===== src/rtl/traffic_sensor_unit.sv =====
// Two-lane vehicle detector: synchronises and debounces loop inputs, queues arrivals,
// and drains each queue at a fixed rate while that lane's green lamp is lit.
module traffic_sensor_unit #(
    parameter int DEBOUNCE_CYCLES = 4,
    parameter int QUEUE_W         = 4,
    parameter int DEPART_CYCLES   = 8
) (
    input  logic               clk,
    input  logic               rst,
    input  logic               loop_a,
    input  logic               loop_b,
    input  logic               Ga,
    input  logic               Gb,
    input  logic               clr_ovf,
    output logic               Ta,
    output logic               Tb,
    output logic [QUEUE_W-1:0] qa,
    output logic [QUEUE_W-1:0] qb,
    output logic               ovf_a,
    output logic               ovf_b
);

    localparam int DW = $clog2(DEBOUNCE_CYCLES + 1);
    localparam int PW = $clog2(DEPART_CYCLES + 1);
    localparam logic [QUEUE_W-1:0] Q_MAX = '1;

    logic [1:0]              loop_in;
    logic [1:0]              green;
    logic [1:0]              t_lane;
    logic [1:0]              ovf_lane;
    logic [1:0][QUEUE_W-1:0] q_lane;

    assign loop_in = {loop_b, loop_a};
    assign green   = {Gb, Ga};

    genvar gi;
    generate
        for (gi = 0; gi < 2; gi++) begin : g_lane
            logic               s1_reg;
            logic               s2_reg;
            logic               filt_reg;
            logic               filt_d_reg;
            logic               t_reg;
            logic               ovf_reg;
            logic [DW-1:0]      dcnt_reg;
            logic [PW-1:0]      pcnt_reg;
            logic [QUEUE_W-1:0] q_reg;
            logic [QUEUE_W-1:0] q_next;
            logic               arr;
            logic               draining;
            logic               dep;

            // Simultaneous arrival and departure cancel; a full queue drops the arrival.
            always_comb begin
                arr      = filt_reg & ~filt_d_reg;
                draining = green[gi] && (q_reg != '0);
                dep      = draining && (pcnt_reg == PW'(DEPART_CYCLES - 1));
                q_next   = q_reg;
                if (arr && !dep) begin
                    if (q_reg != Q_MAX)
                        q_next = q_reg + QUEUE_W'(1);
                end else if (dep && !arr) begin
                    q_next = q_reg - QUEUE_W'(1);
                end
            end

            always_ff @(posedge clk or posedge rst) begin
                if (rst) begin
                    s1_reg     <= 1'b0;
                    s2_reg     <= 1'b0;
                    filt_reg   <= 1'b0;
                    filt_d_reg <= 1'b0;
                    dcnt_reg   <= '0;
                    pcnt_reg   <= '0;
                    q_reg      <= '0;
                    t_reg      <= 1'b0;
                    ovf_reg    <= 1'b0;
                end else begin
                    s1_reg <= loop_in[gi];
                    s2_reg <= s1_reg;

                    if (s2_reg == filt_reg) begin
                        dcnt_reg <= '0;
                    end else if (dcnt_reg == DW'(DEBOUNCE_CYCLES - 1)) begin
                        filt_reg <= s2_reg;
                        dcnt_reg <= '0;
                    end else begin
                        dcnt_reg <= dcnt_reg + DW'(1);
                    end
                    filt_d_reg <= filt_reg;

                    // Losing green (or an empty queue) discards partial departure progress.
                    if (!draining || dep)
                        pcnt_reg <= '0;
                    else
                        pcnt_reg <= pcnt_reg + PW'(1);

                    q_reg <= q_next;
                    t_reg <= (q_next != '0);

                    if (arr && !dep && (q_reg == Q_MAX))
                        ovf_reg <= 1'b1;
                    else if (clr_ovf)
                        ovf_reg <= 1'b0;
                end
            end

            assign q_lane[gi]   = q_reg;
            assign t_lane[gi]   = t_reg;
            assign ovf_lane[gi] = ovf_reg;
        end
    endgenerate

    assign qa    = q_lane[0];
    assign qb    = q_lane[1];
    assign Ta    = t_lane[0];
    assign Tb    = t_lane[1];
    assign ovf_a = ovf_lane[0];
    assign ovf_b = ovf_lane[1];

endmodule


===== config.mk =====
export PLATFORM = sky130hd
export DESIGN_NAME = traffic_sensor_unit
export DESIGN_NICKNAME = d
export VERILOG_FILES = /design/src/rtl/traffic_sensor_unit.sv
export SDC_FILE = /design/constraint.sdc
export NUM_CORES = 1
export LEC_CHECK = 0
export CAP_MARGIN = 25
export CELL_PAD_IN_SITES_DETAIL_PLACEMENT = 0
export CELL_PAD_IN_SITES_GLOBAL_PLACEMENT = 2
export CORE_MARGIN = 5
export CORE_UTILIZATION = 39
export DETAILED_ROUTE_END_ITERATION = 10
export PLACE_DENSITY_LB_ADDON = 0.3
export SYNTH_ARGS = -nofsm -noshare
export SYNTH_HDL_FRONTEND = slang
export SYNTH_SLANG_ARGS = --single-unit
export TNS_END_PERCENT = 10

===== constraint.sdc =====
create_clock -name clk -period 3.4 [get_ports clk]
set_input_delay 0.34 -clock clk [delete_from_list [all_inputs] [get_ports clk]]
set_output_delay 0.34 -clock clk [all_outputs]
set_load 0.01 [all_outputs]

==> impl_metrics.yaml <==
status:
  status: "finished, final reports clean"
route:
  antenna_left: 0
  drtPass1Iterations: 4
  wl_met3_um: 140
  viasPerCell: 5.338
  drc_errors: 0
  wl_met2_mm: 1.353
  drt_iter0_drc: 88
  wl_per_cell_um: 13.29
  highest_layer: "met4"
  wl_met1_mm: 1.393
  vias: 1169
  wl_mm: 2.911
hold_path:
  hold_class: "reg2reg"
  min_to: "g_lane[0].s2_reg"
  holdPathStages: 0
  min-delay-start: "g_lane[0].s1_reg"
die:
  start_util_pct: 40.52
  die_height_um: 74.93
  ios: 19
  num_rows: 23
  dieArea_um2: 5614
  die_x_um: 74.93
  core_area_um2: 4058
cts:
  htreeDepth: 2
  clk_latency_ns: 0.27
  clk_pin_slew_ns: 0.07
  cts.sinks: 34
  root_buffer: "clkbuf_8"
  cts_buffers: 5
  cts_tree: "built"
  cts_resized: 0
  cts_setup_buffers: 0
  holdBufCountCts: 0
  clock_path_buffers: 2
setup_path:
  startpoint_type: "register"
  worstPathMaxFanout: 8
  r2r-start: "qb[1]"
  cp.arrival_ns: 2.75
  ff2ff_setup_slack_ns: 0.80
  r2r_cells: 7
  rr_endpoint: "Tb"
  required_ns: 3.55
  criticalPathCategory: "reg2reg"
  endpoint_kind: "register"
place:
  hpwl_mm: 2.200
  gp_congestion: 0.7758
  place_ws_ns: 0.7978
  port_buffers: 18
synthesis:
  seq_area_frac_synth_pct: 51.75
  ys_warn_count: 0
  syn_area_um2: 1644
  synth_cell_types: 39
  netlist_instances: 144
  synth_seq_cells: 34
  syn_area_per_cell_um2: 11.42
  synth_fp_nets: 159
power:
  p_switching_uw: 576.1
  vdd_drop_max_uv: 326.9
  p_int_mw: 1.119
  p_per_area_nw_per_um2: 846.6
  p_sw_share_pct: 33.99
  p_leak_nw: 0.8454
  p_clk_share_pct: 21.7
  p_seq_share_pct: 39.2
  p_comb_share_pct: 39.2
cells_and_area:
  multiInputGateArea_um2: 750.7
  layout_common_cells: "dfrtp_1, clkdlybuf4s50_1, inv_1, nor3b_1, ha_1"
  largest_register_ffs: 8
  drive_above_1_share_pct: 11.24
  fin_nets: 184
  area_growth_pct: 21.77
  antenna_cells: 0
  final_common_cell: "dfrtp_1"
  regArea_um2: 850.8
  num-fill-cells: 355
grt:
  grt_pass1_wl_mm: 5.147
  antenna_found_initial: 0
  grt_overflow: 0
  grt_max_degree: 35
  grt_usage_pct: 12.11
  first_global_vias: 1154
sta:
  grt_setup_unrepaired: "no"
  period_share_pct: 76.57
  max_clock_freq_mhz: 384.1
  relSlewSlack_pct: 56.04
  period_minus_slack_ns: 2.603
  slew_violations: 0
  setup_viol: 0
  hold_violations: 0
  clock_skew_ns: 0.003006
  setup_tns_ns: 0
  max_slew.worst_pin.slew_ns: 0.6534
  setup_slack_ns: 0.7966
job:
  maxCapViolCount: 0
==> worst max path at each step <==
| stage | start | to | slack, ns | cells past startpoint |
|---|---|---|---|---|
| floorplan | qa[1] | Ta | 1.01 | 7 |
| detailed placement | Gb | Tb | 0.80 | 6 |
| global route | qb[0] | Tb | 0.62 | 7 |
| CTS | qb[0] | Tb | 0.83 | 7 |
| finish | qb[1] | Tb | 0.80 | 7 |
| global placement | Gb | Tb | 0.88 | 6 |
==> cell usage after synthesis, drive strengths merged <==
master | n | area [um^2]
a211oi | 1 | 7.510
nor2b | 4 | 25.02
a32o | 1 | 10.01
a21boi | 1 | 7.510
and3b | 2 | 17.52
nand2 | 6 | 22.52
or3 | 1 | 11.26
nor3b | 8 | 60.06
ha | 8 | 100.1
mux2 | 3 | 33.78
o2bb2ai | 3 | 26.28
a32oi | 1 | 8.760
and3 | 1 | 6.260
nand3 | 7 | 35.03
nand2b | 2 | 12.51
dfrtp | 34 | 850.8
buf | 1 | 5.000
o22ai | 1 | 6.260
nor3 | 7 | 35.03
or4 | 3 | 23.77
nand4 | 2 | 12.51
a21o | 1 | 7.510
o32ai | 1 | 8.760
and4 | 1 | 10.01
inv | 10 | 37.54
nor2 | 7 | 26.28
a21oi | 7 | 35.03
mux2i | 2 | 20.02
nor4 | 2 | 12.51
a31oi | 2 | 42.54
nor4b | 1 | 8.760
o21ai | 1 | 5.000
nand3b | 1 | 7.510
xnor2 | 6 | 52.55
or3b | 2 | 22.52
a221oi | 2 | 23.77
and2 | 1 | 6.260
==> power groups by stage <==
stage	Combinational [mW]	Clock, mW	Sequential (mW)
after floorplan	0.430	0	0.670
after global placement	0.658	0	0.662
after detailed placement	0.669	0	0.670
after CTS	0.671	0.383	0.664
after global routing	0.746	0.398	0.687
final	0.664	0.367	0.664
==> metrics by stage <==
| stage | utilization [%] | hold slack (ns) | std cells | total power, mW | cell area (um^2) |
|---|---|---|---|---|---|
| 3_3_place_gp | 46.56 | 0.3348 | 212 | 1.320 | 1889 |
| 3_5_place_dp | 46.56 | 0.3373 | 212 | 1.339 | 1889 |
| 4_1_cts | 49.34 | 0.3525 | 219 | 1.718 | 2002 |
| 6_report | 49.34 | 0.3491 | 219 | 1.695 | 2002 |
| 2_1_floorplan | - | 0.3312 | 144 | 1.100 | 1644 |
| 5_1_grt | 49.34 | 0.3588 | 219 | 1.831 | 2002 |
==> routing by layer <==
layer,vias up,track usage (%)
li1,574,-
met1,566,15.32
met5,-,0
met3,4,4.406
met4,0,3.953
met2,25,19.25
==> cells by family (layout without fill, tap and decap cells) <==
group | after synthesis | after routing | synth area share, %
AO/OA/AOI/OAI | 22 | 22 | 11.49
XOR/XNOR | 6 | 6 | 3.196
adder cells (fa/ha/maj) | 8 | 8 | 6.089
buffers and inverters | 11 | 36 | 2.587
flip-flops | 34 | 34 | 51.75
multiplexers | 5 | 5 | 3.272
AND/OR/NAND/NOR | 58 | 58 | 21.61
==> worst max-delay path, cell delays in order, from the launching register on <==
cell	delay, ns
dfrtp_1	0.47
inv_1	0.07
ha_1	0.23
nor3b_1	0.17
nor4_1	0.60
a32oi_1	0.11
mux2_2	0.31
or4_1	0.52
==> layout make-up <==
cell class | instances | share of cell area [%]
sequential | 34 | 42.50
inverter | 10 | 1.875
tap | 50 | 3.125
clock inverter | 1 | 1.500
timing repair buffer | 19 | 9.375
multi-input combinational | 99 | 37.50
clock buffer | 6 | 4.125
(Power assumes the default switching activity.)
